[src/rtl/fetch_pkg.sv]
// Shared types and constants for the instruction fetch unit.
package fetch_pkg;

    localparam int unsigned INSTR_BYTES = 4;
    localparam int unsigned FETCH_DEPTH = 2;
    localparam logic [63:0] ALIGN_MASK  = 64'hFFFF_FFFF_FFFF_FFFC;

    typedef struct packed {
        logic [31:0] instr;
        logic [63:0] nextseqpc;
    } fetch_entry_t;

    // Sequential successor of a fetch address, wrapping modulo 2^64.
    function automatic logic [63:0] seq_pc(input logic [63:0] addr);
        return addr + 64'(INSTR_BYTES);
    endfunction

endpackage

[src/rtl/fetch_fifo2.sv]
// Two-entry synchronous FIFO with flush; head entry is always visible on head_o.
module fetch_fifo2
    import fetch_pkg::*;
#(
    parameter int unsigned WIDTH = 8
) (
    input  logic             clk_i,
    input  logic             reset_i,
    input  logic             flush_i,
    input  logic             push_i,
    input  logic [WIDTH-1:0] data_i,
    input  logic             pop_i,
    output logic [WIDTH-1:0] head_o,
    output logic [1:0]       count_o
);

    localparam logic [1:0] FULL = 2'(FETCH_DEPTH);

    logic [WIDTH-1:0] head_q, head_d;
    logic [WIDTH-1:0] tail_q, tail_d;
    logic [1:0]       count_q, count_d;
    logic             pop_s, push_s;

    // Next-state: head/tail shift structure; a push at full is accepted only alongside a pop.
    always_comb begin
        head_d  = head_q;
        tail_d  = tail_q;
        count_d = count_q;
        pop_s   = pop_i && (count_q != 2'd0);
        push_s  = push_i && ((count_q != FULL) || pop_s);
        if (flush_i) begin
            count_d = 2'd0;
        end else begin
            case ({push_s, pop_s})
                2'b10: begin
                    if (count_q == 2'd0) begin
                        head_d = data_i;
                    end else begin
                        tail_d = data_i;
                    end
                    count_d = count_q + 2'd1;
                end
                2'b01: begin
                    head_d  = tail_q;
                    count_d = count_q - 2'd1;
                end
                2'b11: begin
                    if (count_q == 2'd1) begin
                        head_d = data_i;
                    end else begin
                        head_d = tail_q;
                        tail_d = data_i;
                    end
                end
                default: begin
                    count_d = count_q;
                end
            endcase
        end
    end

    // State registers with synchronous reset.
    always_ff @(posedge clk_i) begin
        if (reset_i) begin
            head_q  <= '0;
            tail_q  <= '0;
            count_q <= 2'd0;
        end else begin
            head_q  <= head_d;
            tail_q  <= tail_d;
            count_q <= count_d;
        end
    end

    assign head_o  = head_q;
    assign count_o = count_q;

endmodule

[src/rtl/fetch_unit.sv]
// Instruction fetch unit: issues sequential fetches, tracks in-flight requests,
// drops responses killed by a redirect and queues instructions toward IF/ID.
module fetch_unit
    import fetch_pkg::*;
#(
    parameter logic [63:0] RESET_PC = 64'h0
) (
    input  logic        clk,
    input  logic        reset,
    input  logic        redirect_valid,
    input  logic [63:0] redirect_pc,
    output logic        imem_req_valid,
    input  logic        imem_req_ready,
    output logic [63:0] imem_req_addr,
    input  logic        imem_rsp_valid,
    input  logic [31:0] imem_rsp_data,
    output logic        if_valid,
    input  logic        if_ready,
    output logic [31:0] if_instr,
    output logic [63:0] if_nextseqpc
);

    logic [63:0]  pc_q, pc_d;
    logic [1:0]   drop_q, drop_d;
    logic [1:0]   pend_count_s, outq_count_s;
    logic [63:0]  pend_head_s;
    fetch_entry_t outq_head_s, outq_push_s;
    logic [2:0]   total_s, occupancy_s, drop_next_s;
    logic         req_valid_s, issue_s, rsp_s, rsp_live_s, if_valid_s, if_pop_s;

    // Issue throttle, response classification and handshake decode.
    always_comb begin
        total_s     = {1'b0, pend_count_s} + {1'b0, drop_q};
        occupancy_s = {1'b0, pend_count_s} + {1'b0, outq_count_s};
        req_valid_s = !reset && !redirect_valid && (total_s < 3'd2) && (occupancy_s < 3'd2);
        issue_s     = req_valid_s && imem_req_ready;
        rsp_s       = imem_rsp_valid && !reset;
        rsp_live_s  = rsp_s && !redirect_valid && (drop_q == 2'd0);
        if_valid_s  = !reset && (outq_count_s != 2'd0);
        if_pop_s    = if_valid_s && if_ready;
        outq_push_s.instr     = imem_rsp_data;
        outq_push_s.nextseqpc = pend_head_s;
    end

    // Next pc and drop counter; a response landing in the redirect cycle retires one in-flight slot.
    always_comb begin
        pc_d        = pc_q;
        drop_next_s = {1'b0, drop_q};
        if (redirect_valid) begin
            pc_d = redirect_pc & ALIGN_MASK;
            if (rsp_s && (total_s != 3'd0)) begin
                drop_next_s = total_s - 3'd1;
            end else begin
                drop_next_s = total_s;
            end
        end else if (issue_s) begin
            pc_d = seq_pc(pc_q);
            if (rsp_s && (drop_q != 2'd0)) begin
                drop_next_s = {1'b0, drop_q} - 3'd1;
            end else begin
                drop_next_s = {1'b0, drop_q};
            end
        end else begin
            pc_d = pc_q;
            if (rsp_s && (drop_q != 2'd0)) begin
                drop_next_s = {1'b0, drop_q} - 3'd1;
            end else begin
                drop_next_s = {1'b0, drop_q};
            end
        end
        drop_d = drop_next_s[1:0];
    end

    // pc and drop counter registers.
    always_ff @(posedge clk) begin
        if (reset) begin
            pc_q   <= RESET_PC & ALIGN_MASK;
            drop_q <= 2'd0;
        end else begin
            pc_q   <= pc_d;
            drop_q <= drop_d;
        end
    end

    fetch_fifo2 #(
        .WIDTH (64)
    ) u_pend (
        .clk_i   (clk),
        .reset_i (reset),
        .flush_i (redirect_valid),
        .push_i  (issue_s),
        .data_i  (seq_pc(pc_q)),
        .pop_i   (rsp_live_s),
        .head_o  (pend_head_s),
        .count_o (pend_count_s)
    );

    fetch_fifo2 #(
        .WIDTH ($bits(fetch_entry_t))
    ) u_outq (
        .clk_i   (clk),
        .reset_i (reset),
        .flush_i (redirect_valid),
        .push_i  (rsp_live_s),
        .data_i  (outq_push_s),
        .pop_i   (if_pop_s),
        .head_o  (outq_head_s),
        .count_o (outq_count_s)
    );

    assign imem_req_valid = req_valid_s;
    assign imem_req_addr  = pc_q;
    assign if_valid       = if_valid_s;
    assign if_instr       = if_valid_s ? outq_head_s.instr : 32'h0;
    assign if_nextseqpc   = if_valid_s ? outq_head_s.nextseqpc : 64'h0;

endmodule

[config.mk]
export PLATFORM = sky130hd
export DESIGN_NAME = fetch_unit
export DESIGN_NICKNAME = d
export VERILOG_FILES = /design/src/rtl/fetch_pkg.sv /design/src/rtl/fetch_fifo2.sv /design/src/rtl/fetch_unit.sv
export SDC_FILE = /design/constraint.sdc
export NUM_CORES = 1
export LEC_CHECK = 0
export BUFFER_PORTS_ARGS = -buffer_cell sky130_fd_sc_hd__buf_2
export CAP_MARGIN = 20
export CORE_ASPECT_RATIO = 0.9
export CORE_MARGIN = 2
export CORE_UTILIZATION = 57
export DETAILED_ROUTE_END_ITERATION = 12
export PLACE_DENSITY = 0.8
export REMOVE_ABC_BUFFERS = 1
export SKIP_CTS_REPAIR_TIMING = 1
export SLEW_MARGIN = 15
export SYNTH_ARGS = -nofsm -noshare
export SYNTH_HDL_FRONTEND = slang
export SYNTH_SLANG_ARGS = --single-unit
[constraint.sdc]
create_clock -name clk -period 3.97 [get_ports clk]
set_clock_uncertainty 0.05 [all_clocks]
set_input_delay 0.1985 -clock clk [delete_from_list [all_inputs] [get_ports clk]]
set_output_delay 0.1985 -clock clk [all_outputs]
set_load 0.05 [all_outputs]
==> impl_summary.txt, run 1 <==
----------------------------------------------------
[Routing]
  Number of detailed-routing iterations run before antenna repair ... 6
  Final WL ... 51.2 mm
  Per-cell routed wire length ... 18.3 um
  Met2 routed WL ... 23.7 mm
  Met3 routed WL ... 4.19 mm
  Met1 wire length ... 21.3 mm
  Detail Route Antenna Nets ... 0
  Vias per cell ... 6.00
  Highest routed metal layer ... met4
  Total via count after detailed routing ... 16,800
  1st-iter DRT viols ... 1,533
  Number of design rule violations left after detail routing ... 0

[Yosys]
  Most instantiated flip-flop cell in the synthesis netlist ... sky130_fd_sc_hd__dfxtp_1
  Number of enable-type register cells in the synthesized netlist ... 0
  YS warnings ... 0
  Adder-cell share of the synthesized area ... 0.948%
  Count of state elements after synthesis ... 380
  Share of the yosys chip area belonging to registers ... 43.7%
  Share of synthesized cell area in and, or, nand and nor gates ... 21.3%
  FFs w/ async S/R, synth ... 0%
  Post-synthesis cell count ... 2,122
  Post-synthesis area per instance ... 8.21 sq um
  Number of distinct standard cells referenced by the synthesized netlist ... 64
  Synthesized-area fraction occupied by xor and xnor cells ... 3.02%
  Share of the synthesized area in compound gates (AO/OA/AOI/OAI) ... 20.7%
  Synthesized area ... 17,400 sq um
  Mux share of post-synthesis cell area ... 5.75%
  Dominant combinational cell family by area after synthesis ... simple AND/OR/NAND/NOR gates

[Status]
  Result of the run ... finished, violations left
  Violated checks ... hold timing

[Global routing]
  Largest net degree at the start of global routing ... 198
  Total gr overflow ... 0
  Via count of the first global-routing pass ... 15,400
  Number of antenna violations at the first check in global routing ... 0
  Wire length of the first global-routing pass ... 78.9 mm
  Tot GR Track Use ... 30.1%

[Clocking]
  Clock tree from TritonCTS ... built
  Clock net sink count ... 380
  CTS buffer count ... 40
  Clock transition at the registers of the reported paths ... 0.06 ns
  Bufs on Longest Clock Path ... 3
  Insertion delay to the later sink of the worst-skew pair ... 0.53 ns
  H-tree levels ... 2
  CTS Root Buffer Type ... sky130_fd_sc_hd__clkbuf_16

[Timing]
  Setup repair after global routing missed its margin ... no
  Maximum clock frequency ... 272 MHz
  Final setup viols ... 0
  Number of pins exceeding their max-slew limit in the final report ... 0
  Final critical-path required period ... 3.68 ns
  Hold violation count in the final report ... 10
  Hold Worst Slack ... -0.0456 ns
  Actual slew at the worst max-slew pin ... 1.10 ns
  Total negative setup slack ... 0 ns
  Worst slew margin relative to its limit ... 26.5%
  Portion of the clock cycle consumed by the worst path in the final layout ... 92.8%

[Floorplan]
  Die Span Y ... 170 um
  Count of standard-cell rows ... 60
  I/O pin count ... 264
  Floorplan core area ... 30,000 sq um
  Die ar. ... 32,000 sq um
  Die boundary width ... 188 um
  Initial core utilization ... 58.2%

[Worst setup path]
  Worst flop-to-flop path startpoint ... imem_req_addr[2]$_SDFFE_PP0P_
  FF-to-FF End ... imem_req_addr[51]$_SDFFE_PP0P_
  Startpoint type of the worst setup path ... flip-flop
  Reg2reg setup slack ... 0.29 ns
  Worst Reg2Reg Path Length in Cells ... 8
  Worst setup path endpoint ... imem_req_addr[51]$_SDFFE_PP0P_
  Critical Path Sink Type ... flip-flop
  Type of the setup path with the least slack ... reg2reg
  Launch point of the worst path ... imem_req_addr[2]$_SDFFE_PP0P_
  Data arrival time at the worst-slack endpoint ... 4.11 ns
  CP Data Required Time ... 4.39 ns
  Critical path peak fanout ... 15

[Placement]
  Total half-perimeter wirelength after legalization and detailed placement ... 31.6 mm
  Post-Place Cell Area ... 19,100 sq um
  Placer's final routability congestion estimate ... 0.917
  Total of buffers placed on input and output ports ... 257

[Worst hold path]
  Worst min path class ... in2reg

[Power]
  PnR Total Power ... 0.00894 W
  Highest ir drop seen on vdd ... 0.347 mV
  Leakage ... 7.76 nW
  Total power divided by cell area ... 420 nW/um^2

[Finish]
  Cell area after layout ... 21,300 sq um
  Growth of design area from synthesis to finish ... 22.1%
  Final #Nets ... 2,477
  Fillers ... 2,332
  Highest-count cells in the layout ignoring fill and taps ... sky130_fd_sc_hd__dfxtp_1 (380), sky130_fd_sc_hd__nand2_1 (277), sky130_fd_sc_hd__buf_2 (256)
  Share of layout cells above drive strength 1 ... 16.6%
  Most common cell after layout, fill and taps aside ... sky130_fd_sc_hd__dfxtp_1

[Run]
  Max-cap viol count ... 0

----------------------------------------------------
## cells in the mapped netlist (all sizes together) (7+ instances only)
library cell  instances  area, sq um
o21a                 11         82.6
a22oi                48          360
nand3                46          243
a31o                  8         70.1
and3                 20          125
a31oi                26          163
o22ai                25          156
mux2i               100         1000
o21ai                85          425
a221oi                7         61.3
inv                  18         67.6
a211oi              119          893
xnor2                32          280
or3                  15          109
and2                105          657
o211ai               16          120
a21oi               203         1020
nor3                 44          220
or4                   7         52.6
nor4                 14          109
clkbuf              156          587
dfxtp               380         7610
buf                  30          149
ha                   10          125
nor2                206          773
xor2                 28          245
nand4                25          163
nand2               279         1050
## registers in the layout, summed over array words and instances, names as in the netlist
| name | flops |
|---|---|
| u_outq.head_o | 94 |
| u_outq.tail_q | 94 |
| imem_req_addr | 62 |
| u_pend.head_o | 62 |
| u_pend.tail_q | 62 |
| drop_q | 2 |
| u_outq.count_o | 2 |
| u_pend.count_o | 2 |
## layer usage
layer / vias to the layer above / GRT usage (%)
li1: 8009 / -
met1: 7867 / 38.7
met2: 758 / 49.4
met3: 147 / 5.47
met4: 0 / 14.0
met5: - / 0
## critical path, cell delays in order (launching register included)
cell	delay, ns
sky130_fd_sc_hd__dfxtp_1	0.53
sky130_fd_sc_hd__nand4_2	0.27
sky130_fd_sc_hd__or3_1	0.54
sky130_fd_sc_hd__nor4_2	0.66
sky130_fd_sc_hd__buf_4	0.36
sky130_fd_sc_hd__nand3_1	0.14
sky130_fd_sc_hd__or3_1	0.34
sky130_fd_sc_hd__a31oi_1	0.16
sky130_fd_sc_hd__dlygate4sd3_1	0.58
## cells by family after synthesis
family / count (synthesis)
AOI/OAI and AO/OA: 576
xor gates and xnor gates: 60
adders and majority gates: 12
buffers and inverters: 204
DFF: 380
muxes: 100
other: 1
and+or+nand+nor: 789
## where the power goes
group          total (W)  switching (W)  internal (W)
logic           0.000919       0.000600      0.000318
clock network    0.00398        0.00153       0.00245
registers        0.00404       0.000120       0.00392
## through the flow
stage | hold slack [ns] | std cells | util [%] | setup slack, ns
finish | -0.0456 | 2796 | 71.0 | 0.288
global route | -0.0245 | 2795 | 71.0 | 0.159
CTS | -0.157 | 2714 | 68.3 | 0.546
detailed placement | 0.388 | 2643 | 63.7 | 0.560
global placement | 0.378 | 2643 | 63.7 | 0.678
floorplan | 0.218 | 1939 | - | -7.76
## area by class of cell
type                            instances  area [sq um]  area share [%]
Inverter                               18          67.6           0.318
Multi-Input combinational cell       1541          9140            42.9
Clock inverter                         14           223            1.05
Tap cell                              403           504            2.37
Clock buffer                           57          1180            5.53
Antenna cell                            1          2.50          0.0118
Timing Repair Buffer                  382          2560            12.0
Sequential cell                       380          7610            35.8
## worst min-delay path by stage
stage                                from                              to  cells after the start
final                     redirect_pc[22]  imem_req_addr[22]$_SDFFE_PP0P_                      3
after global routing      redirect_pc[22]  imem_req_addr[22]$_SDFFE_PP0P_                      3
after CTS                  redirect_pc[7]   imem_req_addr[7]$_SDFFE_PP0P_                      3
after detailed placement   redirect_pc[7]   imem_req_addr[7]$_SDFFE_PP0P_                      3
after global placement     redirect_pc[7]   imem_req_addr[7]$_SDFFE_PP0P_                      3
after floorplan                     reset  imem_req_addr[10]$_SDFFE_PP0P_                      1
Note: power is estimated with default switching activity, not from simulation.
==> inputs of run 2 (changes only) <==
--- a/config.mk
+++ b/config.mk
@@ -13,8 +13,8 @@
 export DETAILED_ROUTE_END_ITERATION = 12
 export PLACE_DENSITY = 0.8
 export REMOVE_ABC_BUFFERS = 1
+export SETUP_SLACK_MARGIN = 0.4
 export SKIP_CTS_REPAIR_TIMING = 1
-export SLEW_MARGIN = 15
 export SYNTH_ARGS = -nofsm -noshare
 export SYNTH_HDL_FRONTEND = slang
 export SYNTH_SLANG_ARGS = --single-unit
==> impl_summary.txt, run 2 (same netlist as run 1, synthesis figures left out) <==
----------------------------------------------------
[Placement]
  Placer's final routability congestion estimate ... 0.917 (unchanged)
  Total half-perimeter wirelength after legalization and detailed placement ... 31.6 mm (unchanged)
  Post-Place Cell Area ... 19,100 sq um (unchanged)
  Total of buffers placed on input and output ports ... 257 (unchanged)

[Worst setup path]
  FF-to-FF End ... u_pend.head_o[32]$_SDFFE_PP0P_ (was imem_req_addr[51]$_SDFFE_PP0P_)
  Worst flop-to-flop path startpoint ... u_pend.count_o[0]$_SDFFE_PP0P_ (was imem_req_addr[2]$_SDFFE_PP0P_)
  CP Data Required Time ... 4.28 ns (was 4.39 ns)
  Delay of the slowest cell on the worst path ... 0.87 ns (was 0.66 ns)
  Cell with the largest stage delay on the worst path ... sky130_fd_sc_hd__a21boi_4 (was sky130_fd_sc_hd__nor4_2)
  CP cell instances ... ha_1 > fa_1 > nor4_1 > buf_4 > and2_2 > a21boi_4 > buf_4 > nor2_1 > nand2_1 > a21oi_1 (was nand4_2 > or3_1 > nor4_2 > buf_4 > nand3_1 > or3_1 > a31oi_1 > dlygate4sd3_1)
  Type of the setup path with the least slack ... reg2reg (unchanged)
  Worst Reg2Reg Path Length in Cells ... 10 (was 8)
  Startpoint type of the worst setup path ... flip-flop (unchanged)
  Most common cell on crit path ... sky130_fd_sc_hd__buf_4 (was sky130_fd_sc_hd__or3_1)
  Data arrival time at the worst-slack endpoint ... 3.63 ns (was 4.11 ns)
  Critical path peak fanout ... 29 (was 15)
  Reg2reg setup slack ... 0.65 ns (was 0.29 ns)
  Critical Path Sink Type ... flip-flop (unchanged)

[Finish]
  Most common cell after layout, fill and taps aside ... sky130_fd_sc_hd__dfxtp_1 (unchanged)
  Fillers ... 2,337 (was 2,332)
  Share of layout cells above drive strength 1 ... 16.7% (was 16.6%)
  Growth of design area from synthesis to finish ... 22.0% (was 22.1%)
  Highest-count cells in the layout ignoring fill and taps ... sky130_fd_sc_hd__dfxtp_1 (380), sky130_fd_sc_hd__nand2_1 (277), sky130_fd_sc_hd__buf_2 (256) (unchanged)
  Post-layout util ... 71.0% (about the same)
  Cell area after layout ... 21,300 sq um (about the same)
  Final #Nets ... 2,475 (was 2,477)

[Timing]
  Worst slew margin relative to its limit ... 26.0% (was 26.5%)
  Actual slew at the worst max-slew pin ... 1.11 ns (was 1.10 ns)
  Final setup viols ... 0 (unchanged)
  Maximum clock frequency ... 301 MHz (was 272 MHz)
  Total negative setup slack ... 0 ns (unchanged)
  Setup repair after global routing missed its margin ... no (unchanged)
  Final critical-path required period ... 3.32 ns (was 3.68 ns)
  Number of pins exceeding their max-slew limit in the final report ... 0 (unchanged)
  Hold Worst Slack ... -0.0430 ns (was -0.0456 ns)
  Hold violation count in the final report ... 10 (unchanged)
  Portion of the clock cycle consumed by the worst path in the final layout ... 83.6% (was 92.8%)

[Routing]
  Number of detailed-routing iterations run before antenna repair ... 8 (was 6)
  Number of design rule violations left after detail routing ... 0 (unchanged)
  Detail Route Antenna Nets ... 0 (unchanged)
  Per-cell routed wire length ... 18.3 um (about the same)
  1st-iter DRT viols ... 1,527 (was 1,533)
  Final WL ... 51.1 mm (was 51.2 mm)
  Total via count after detailed routing ... 16,800 (about the same)
  Vias per cell ... 6.00 (about the same)

[Status]
  Violated checks ... hold timing (unchanged)
  Result of the run ... finished, violations left (unchanged)

[Global routing]
  Grt peak-use layer ... met2 (unchanged)
  Wire length of the first global-routing pass ... 78.9 mm (unchanged)
  Largest net degree at the start of global routing ... 198 (unchanged)
  Number of antenna violations at the first check in global routing ... 0 (unchanged)
  Global Route met3 Usage ... 5.47% (unchanged)
  Total gr overflow ... 0 (unchanged)
  Met1 layer usage reported by global route ... 38.7% (unchanged)
  Tot GR Track Use ... 30.1% (unchanged)
  Fraction of met2 tracks used by global routing ... 49.4% (unchanged)
  Via count of the first global-routing pass ... 15,400 (unchanged)

[Floorplan]
  Initial core utilization ... 58.2% (unchanged)
  Floorplan core area ... 30,000 sq um (unchanged)
  Count of standard-cell rows ... 60 (unchanged)
  Die ar. ... 32,000 sq um (unchanged)
  Die Span Y ... 170 um (unchanged)
  I/O pin count ... 264 (unchanged)
  Die boundary width ... 188 um (unchanged)

[Worst hold path]
  Worst Hold Launch ... redirect_pc[22] (unchanged)
  Hold path depth ... 3 (unchanged)
  Worst min path class ... in2reg (unchanged)
  Worst Hold End ... imem_req_addr[22]$_SDFFE_PP0P_ (unchanged)

[Run]
  Max-cap viol count ... 0 (unchanged)

[Clocking]
  Bufs on Longest Clock Path ... 3 (unchanged)
  H-tree levels ... 2 (unchanged)
  CTS buffer count ... 40 (unchanged)
  Clock transition at the registers of the reported paths ... 0.06 ns (about the same)
  Clock tree from TritonCTS ... built (unchanged)
  Clock net sink count ... 380 (unchanged)
  Insertion delay to the later sink of the worst-skew pair ... 0.53 ns (about the same)
  CTS Root Buffer Type ... sky130_fd_sc_hd__clkbuf_16 (unchanged)

[Power]
  Leakage ... 7.74 nW (was 7.76 nW)
  Highest ir drop seen on vdd ... 0.346 mV (was 0.347 mV)
  Total power divided by cell area ... 420 nW/um^2 (about the same)
  PnR Total Power ... 0.00893 W (was 0.00894 W)

----------------------------------------------------
## run 2: through the flow
step / cells / setup WS [ns]
2_1_floorplan: 1939 / -7.76
3_3_place_gp: 2643 / 0.678
3_5_place_dp: 2643 / 0.560
4_1_cts: 2714 / 0.546
5_1_grt: 2793 / 0.525
6_report: 2794 / 0.650
## run 2: worst max-delay path by stage
stage,start,to,slack [ns],cells after the start
after floorplan,u_outq.count_o[1]$_SDFFE_PP0P_,u_outq.head_o[10]$_SDFFE_PP0P_,-7.76,7
after global placement,u_pend.count_o[0]$_SDFFE_PP0P_,u_pend.head_o[51]$_SDFFE_PP0P_,0.68,9
after detailed placement,drop_q[0]$_SDFFE_PP0P_,u_pend.head_o[51]$_SDFFE_PP0P_,0.56,9
after CTS,u_pend.count_o[0]$_SDFFE_PP0P_,u_pend.head_o[51]$_SDFFE_PP0P_,0.55,9
after global routing,drop_q[0]$_SDFFE_PP0P_,u_pend.tail_q[22]$_SDFFE_PP0P_,0.52,9
final,u_pend.count_o[0]$_SDFFE_PP0P_,u_pend.head_o[32]$_SDFFE_PP0P_,0.65,10
## run 2: metal layers
metal / wire (um) / vias up
met2: 23600 / 750
met1: 21500 / 7860
met5: 0 / -
li1: - / 7991
met4: 2180 / 0
met3: 3850 / 169
## run 2: area by class of cell
| class | count | area, sq um | area share (%) |
|---|---|---|---|
| Multi-Input combinational cell | 1541 | 9140 | 43.0 |
| Antenna cell | 1 | 2.50 | 0.0118 |
| Clock inverter | 14 | 223 | 1.05 |
| Inverter | 18 | 67.6 | 0.318 |
| Timing Repair Buffer | 380 | 2540 | 12.0 |
| Tap cell | 403 | 504 | 2.37 |
| Sequential cell | 380 | 7610 | 35.8 |
| Clock buffer | 57 | 1180 | 5.53 |
## run 2: critical path: cells and delay by family, from the launching register on
family / cells / cell delay, ns
flip-flops: 1 / 0.33
AND/OR/NAND/NOR: 4 / 0.57
adder cells (fa/ha/maj): 2 / 0.74
buffers and inverters: 2 / 0.52
AO/OA/AOI/OAI: 2 / 0.93
## run 2: where the power goes
part / internal, W / switching [W]
Clock: 0.00245 / 0.00152
Combinational: 0.000317 / 0.000601
Sequential: 0.00392 / 0.000120
==> inputs of run 3 (changes only) <==
--- a/config.mk
+++ b/config.mk
@@ -5,13 +5,14 @@
 export SDC_FILE = /design/constraint.sdc
 export NUM_CORES = 1
 export LEC_CHECK = 0
+export ABC_AREA = 1
 export BUFFER_PORTS_ARGS = -buffer_cell sky130_fd_sc_hd__buf_2
 export CAP_MARGIN = 20
 export CORE_ASPECT_RATIO = 0.9
 export CORE_MARGIN = 2
-export CORE_UTILIZATION = 57
+export CORE_UTILIZATION = 52
 export DETAILED_ROUTE_END_ITERATION = 12
-export PLACE_DENSITY = 0.8
+export PLACE_DENSITY = 0.76
 export REMOVE_ABC_BUFFERS = 1
 export SETUP_SLACK_MARGIN = 0.4
 export SKIP_CTS_REPAIR_TIMING = 1
==> constraint.sdc (replaced) <==
create_clock -name clk -period 2.8 [get_ports clk]
set_clock_uncertainty 0.05 [all_clocks]
set_input_delay 0.14 -clock clk [delete_from_list [all_inputs] [get_ports clk]]
set_output_delay 0.14 -clock clk [all_outputs]
set_load 0.05 [all_outputs]
==> impl_summary.txt, run 3 <==
----------------------------------------------------
[Clocking]
  H-tree levels ... 2 (unchanged)
  Clock tree from TritonCTS ... built (unchanged)
  Clock transition at the registers of the reported paths ... 0.06 ns (about the same)
  CTS buffer count ... 41 (was 40)
  Clock net sink count ... 380 (unchanged)
  Bufs on Longest Clock Path ... 3 (unchanged)
  CTS Root Buffer Type ... sky130_fd_sc_hd__clkbuf_16 (unchanged)
  Insertion delay to the later sink of the worst-skew pair ... 0.56 ns (was 0.53 ns)

[Yosys]
  Count of state elements after synthesis ... 380 (unchanged)
  Post-synthesis area per instance ... 6.47 sq um (was 8.21 sq um)
  Dominant cell by count in the synthesized netlist ... sky130_fd_sc_hd__nand2_1 (was sky130_fd_sc_hd__dfxtp_1)
  Post-synthesis cell count ... 2,904 (was 2,122)
  FFs w/ async S/R, synth ... 0% (unchanged)
  Mux share of post-synthesis cell area ... 0% (was 5.75%)
  YS warnings ... 0 (unchanged)
  Share of the yosys chip area belonging to registers ... 40.5% (was 43.7%)
  Synthesized-area fraction occupied by xor and xnor cells ... 1.44% (was 3.02%)
  Synthesized area ... 18,800 sq um (was 17,400 sq um)
  Dominant combinational cell family by area after synthesis ... simple AND/OR/NAND/NOR gates (unchanged)
  Portion of synthesized cell area occupied by the leading cell type ... 40.5% (was 43.7%)
  Share of synthesized cell area in and, or, nand and nor gates ... 22.5% (was 21.3%)
  Synth top area cells ... sky130_fd_sc_hd__dfxtp_1 (40%), sky130_fd_sc_hd__nand2_1 (13%), sky130_fd_sc_hd__o21ai_0 (11%) (was sky130_fd_sc_hd__dfxtp_1 (44%), sky130_fd_sc_hd__nand2_1 (6.0%), sky130_fd_sc_hd__a21oi_1 (5.8%))
  Leading cell types by count after synthesis ... sky130_fd_sc_hd__nand2_1 (629), sky130_fd_sc_hd__inv_1 (457), sky130_fd_sc_hd__o21ai_0 (403), sky130_fd_sc_hd__dfxtp_1 (380), sky130_fd_sc_hd__a21oi_1 (344) (was sky130_fd_sc_hd__dfxtp_1 (380), sky130_fd_sc_hd__nand2_1 (279), sky130_fd_sc_hd__nor2_1 (206), sky130_fd_sc_hd__a21oi_1 (203), sky130_fd_sc_hd__clkbuf_1 (155))
  Number of enable-type register cells in the synthesized netlist ... 0 (unchanged)
  Share of the synthesized area in compound gates (AO/OA/AOI/OAI) ... 21.5% (was 20.7%)
  Number of distinct standard cells referenced by the synthesized netlist ... 38 (was 64)
  Adder-cell share of the synthesized area ... 0.878% (was 0.948%)
  Post-synthesis cell type with the largest combined area ... sky130_fd_sc_hd__dfxtp_1 (unchanged)
  Most instantiated flip-flop cell in the synthesis netlist ... sky130_fd_sc_hd__dfxtp_1 (unchanged)

[Routing]
  Detail Route Antenna Nets ... 0 (unchanged)
  Number of detailed-routing iterations run before antenna repair ... 6 (was 8)
  1st-iter DRT viols ... 2,263 (was 1,527)
  Vias per cell ... 5.51 (was 6.00)
  Per-cell routed wire length ... 18.1 um (was 18.3 um)
  Number of design rule violations left after detail routing ... 0 (unchanged)
  Final WL ... 67.4 mm (was 51.1 mm)
  Total via count after detailed routing ... 20,600 (was 16,800)

[Finish]
  Antenna Cells ... 0 (was 1)
  Share of layout cells above drive strength 1 ... 19.1% (was 16.7%)
  Most common cell after layout, fill and taps aside ... sky130_fd_sc_hd__nand2_1 (was sky130_fd_sc_hd__dfxtp_1)
  Growth of design area from synthesis to finish ... 32.5% (was 22.0%)
  Fillers ... 2,911 (was 2,337)
  Final #Nets ... 3,346 (was 2,475)
  Cell area after layout ... 24,900 sq um (was 21,300 sq um)
  Post-layout util ... 69.4% (was 71.0%)
  Highest-count cells in the layout ignoring fill and taps ... sky130_fd_sc_hd__nand2_1 (602), sky130_fd_sc_hd__inv_1 (444), sky130_fd_sc_hd__dfxtp_1 (374) (was sky130_fd_sc_hd__dfxtp_1 (380), sky130_fd_sc_hd__nand2_1 (277), sky130_fd_sc_hd__buf_2 (256))

[Timing]
  Final critical-path required period ... 2.56 ns (was 3.32 ns)
  Actual slew at the worst max-slew pin ... 0.837 ns (was 1.11 ns)
  Number of pins exceeding their max-slew limit in the final report ... 0 (unchanged)
  Maximum clock frequency ... 390 MHz (was 301 MHz)
  Portion of the clock cycle consumed by the worst path in the final layout ... 91.5% (was 83.6%)
  Setup repair after global routing missed its margin ... yes (was no)
  Hold Worst Slack ... -0.0318 ns (was -0.0430 ns)
  Final setup viols ... 0 (unchanged)
  Worst slew margin relative to its limit ... 44.2% (was 26.0%)
  Hold violation count in the final report ... 1 (was 10)

[Worst setup path]
  CP cell instances ... ha_4 > fa_1 > inv_2 > nand3_4 > nor2_4 > nand4_1 > nand2_4 > buf_12 > clkinvlp_4 > nand2_1 > a21oi_1 (was ha_1 > fa_1 > nor4_1 > buf_4 > and2_2 > a21boi_4 > buf_4 > nor2_1 > nand2_1 > a21oi_1)
  Critical path peak fanout ... 6 (was 29)
  FF-to-FF End ... u_pend.head_o[11]$_SDFFE_PP0P_ (was u_pend.head_o[32]$_SDFFE_PP0P_)
  Type of the setup path with the least slack ... reg2reg (unchanged)
  Cell with the largest stage delay on the worst path ... sky130_fd_sc_hd__fa_1 (was sky130_fd_sc_hd__a21boi_4)
  CP delay by family, top ... simple AND/OR/NAND/NOR gates (was compound AO/OA/AOI/OAI gates)
  Startpoint type of the worst setup path ... flip-flop (unchanged)
  Reg2reg setup slack ... 0.24 ns (was 0.65 ns)
  Count of cell instances traversed by the critical path ... 11 (was 10)
  Delay of the slowest cell on the worst path ... 0.50 ns (was 0.87 ns)
  Data arrival time at the worst-slack endpoint ... 2.90 ns (was 3.63 ns)
  Worst flop-to-flop path startpoint ... u_pend.count_o[0]$_SDFFE_PP0P_ (unchanged)
  CP Data Required Time ... 3.14 ns (was 4.28 ns)
  Worst Reg2Reg Path Length in Cells ... 11 (was 10)
  Critical Path Sink Type ... flip-flop (unchanged)
  WP buf/inv ... 3 (was 2)

[Placement]
  Total half-perimeter wirelength after legalization and detailed placement ... 39.2 mm (was 31.6 mm)
  Placer's final routability congestion estimate ... 0.932 (was 0.917)
  Total of buffers placed on input and output ports ... 257 (unchanged)
  Post-Place Cell Area ... 20,600 sq um (was 19,100 sq um)

[Power]
  Total power divided by cell area ... 520 nW/um^2 (was 420 nW/um^2)
  PnR Total Power ... 0.0130 W (was 0.00893 W)
  Highest ir drop seen on vdd ... 0.413 mV (was 0.346 mV)
  Leakage ... 10.1 nW (was 7.74 nW)

[Global routing]
  Tot GR Track Use ... 29.2% (was 30.1%)
  Largest net degree at the start of global routing ... 153 (was 198)
  Wire length of the first global-routing pass ... 88.9 mm (was 78.9 mm)
  Via count of the first global-routing pass ... 17,200 (was 15,400)
  Total gr overflow ... 0 (unchanged)
  Number of antenna violations at the first check in global routing ... 0 (unchanged)

[Floorplan]
  Floorplan core area ... 35,900 sq um (was 30,000 sq um)
  Die ar. ... 37,700 sq um (was 32,000 sq um)
  Count of standard-cell rows ... 66 (was 60)
  Die Span Y ... 184 um (was 170 um)
  I/O pin count ... 264 (unchanged)
  Die boundary width ... 204 um (was 188 um)
  Initial core utilization ... 52.3% (was 58.2%)

[Worst hold path]
  Worst Hold End ... imem_req_addr[51]$_SDFFE_PP0P_ (was imem_req_addr[22]$_SDFFE_PP0P_)
  Worst min path class ... in2reg (unchanged)
  Worst Hold Launch ... redirect_pc[51] (was redirect_pc[22])
  Hold path depth ... 5 (was 3)

[Run]
  Max-cap viol count ... 0 (unchanged)

[Status]
  Result of the run ... finished, violations left (unchanged)
  Violated checks ... hold timing (unchanged)

----------------------------------------------------
-- run 3: cell families (layout without fill, tap and decap cells) --
kind of cell,count (synthesis),in the layout
DFF,380,380
and+or+nand+nor,1055,1055
AOI/OAI and AO/OA,786,786
buffers and inverters,639,992
adders and majority gates,12,12
xor gates and xnor gates,31,31
other,1,4
-- run 3: cell type report --
cell class              count  area (sq um)  area share (%)
inverters                 461          1750            7.03
clock buffers              55          1140            4.57
repair buffers            459          4200            16.8
clock inverters            16           178           0.713
well taps                 476           596            2.39
flip-flops and latches    380          7620            30.6
repair inverters            1          7.51          0.0301
multi-input cells        1888          9430            37.9
-- run 3: worst max-delay path by stage --
stage,start,end,slack (ns)
2_1_floorplan,drop_q[0]$_SDFFE_PP0P_,u_pend.tail_q[61]$_SDFFE_PP0P_,-3.35
3_3_place_gp,u_pend.count_o[0]$_SDFFE_PP0P_,u_pend.head_o[15]$_SDFFE_PP0P_,0.24
3_5_place_dp,u_pend.count_o[0]$_SDFFE_PP0P_,u_pend.head_o[15]$_SDFFE_PP0P_,0.20
4_1_cts,u_outq.count_o[0]$_SDFFE_PP0P_,if_nextseqpc[39],-0.05
5_1_grt,u_pend.count_o[0]$_SDFFE_PP0P_,u_pend.tail_q[37]$_SDFFE_PP0P_,0.15
6_report,u_pend.count_o[0]$_SDFFE_PP0P_,u_pend.head_o[11]$_SDFFE_PP0P_,0.24
-- run 3: power by group --
| group | switching [W] | internal [W] | leakage, nW |
|---|---|---|---|
| combinational | 0.00111 | 0.000648 | 6.37 |
| sequential | 0.000185 | 0.00560 | 3.09 |
| clock | 0.00228 | 0.00314 | 0.642 |
-- run 3: metrics by stage --
stage,std cells,setup slack [ns],setup TNS (ns),hold WS (ns)
final,3736,0.239,0,-0.0318
after global routing,3736,0.151,0,0.0111
after CTS,3577,-0.0501,-0.280,-0.205
after detailed placement,3506,0.203,0,0.369
after global placement,3506,0.238,0,0.367
after floorplan,2729,-3.35,-862.35,0.159
-- run 3: per-layer routing --
layer,share of wire (%),wire length (um),GRT usage (%),vias to the layer above
met5,0,0,0,-
met4,3.4,2310,8.20,0
met3,9.2,6200,5.32,166
met2,46,31300,48.3,945
met1,41,27600,39.1,9637
li1,-,-,-,9845
-- run 3: worst reg2reg max path: stages, from the launching register on --
cell and delay [ns]:
sky130_fd_sc_hd__dfxtp_4 0.36, sky130_fd_sc_hd__ha_4 0.16, sky130_fd_sc_hd__fa_1 0.50, sky130_fd_sc_hd__inv_2 0.10, sky130_fd_sc_hd__nand3_4 0.10, sky130_fd_sc_hd__nor2_4 0.14
sky130_fd_sc_hd__nand4_1 0.18, sky130_fd_sc_hd__nand2_4 0.22, sky130_fd_sc_hd__buf_12 0.17, sky130_fd_sc_hd__clkinvlp_4 0.23, sky130_fd_sc_hd__nand2_1 0.12, sky130_fd_sc_hd__a21oi_1 0.07
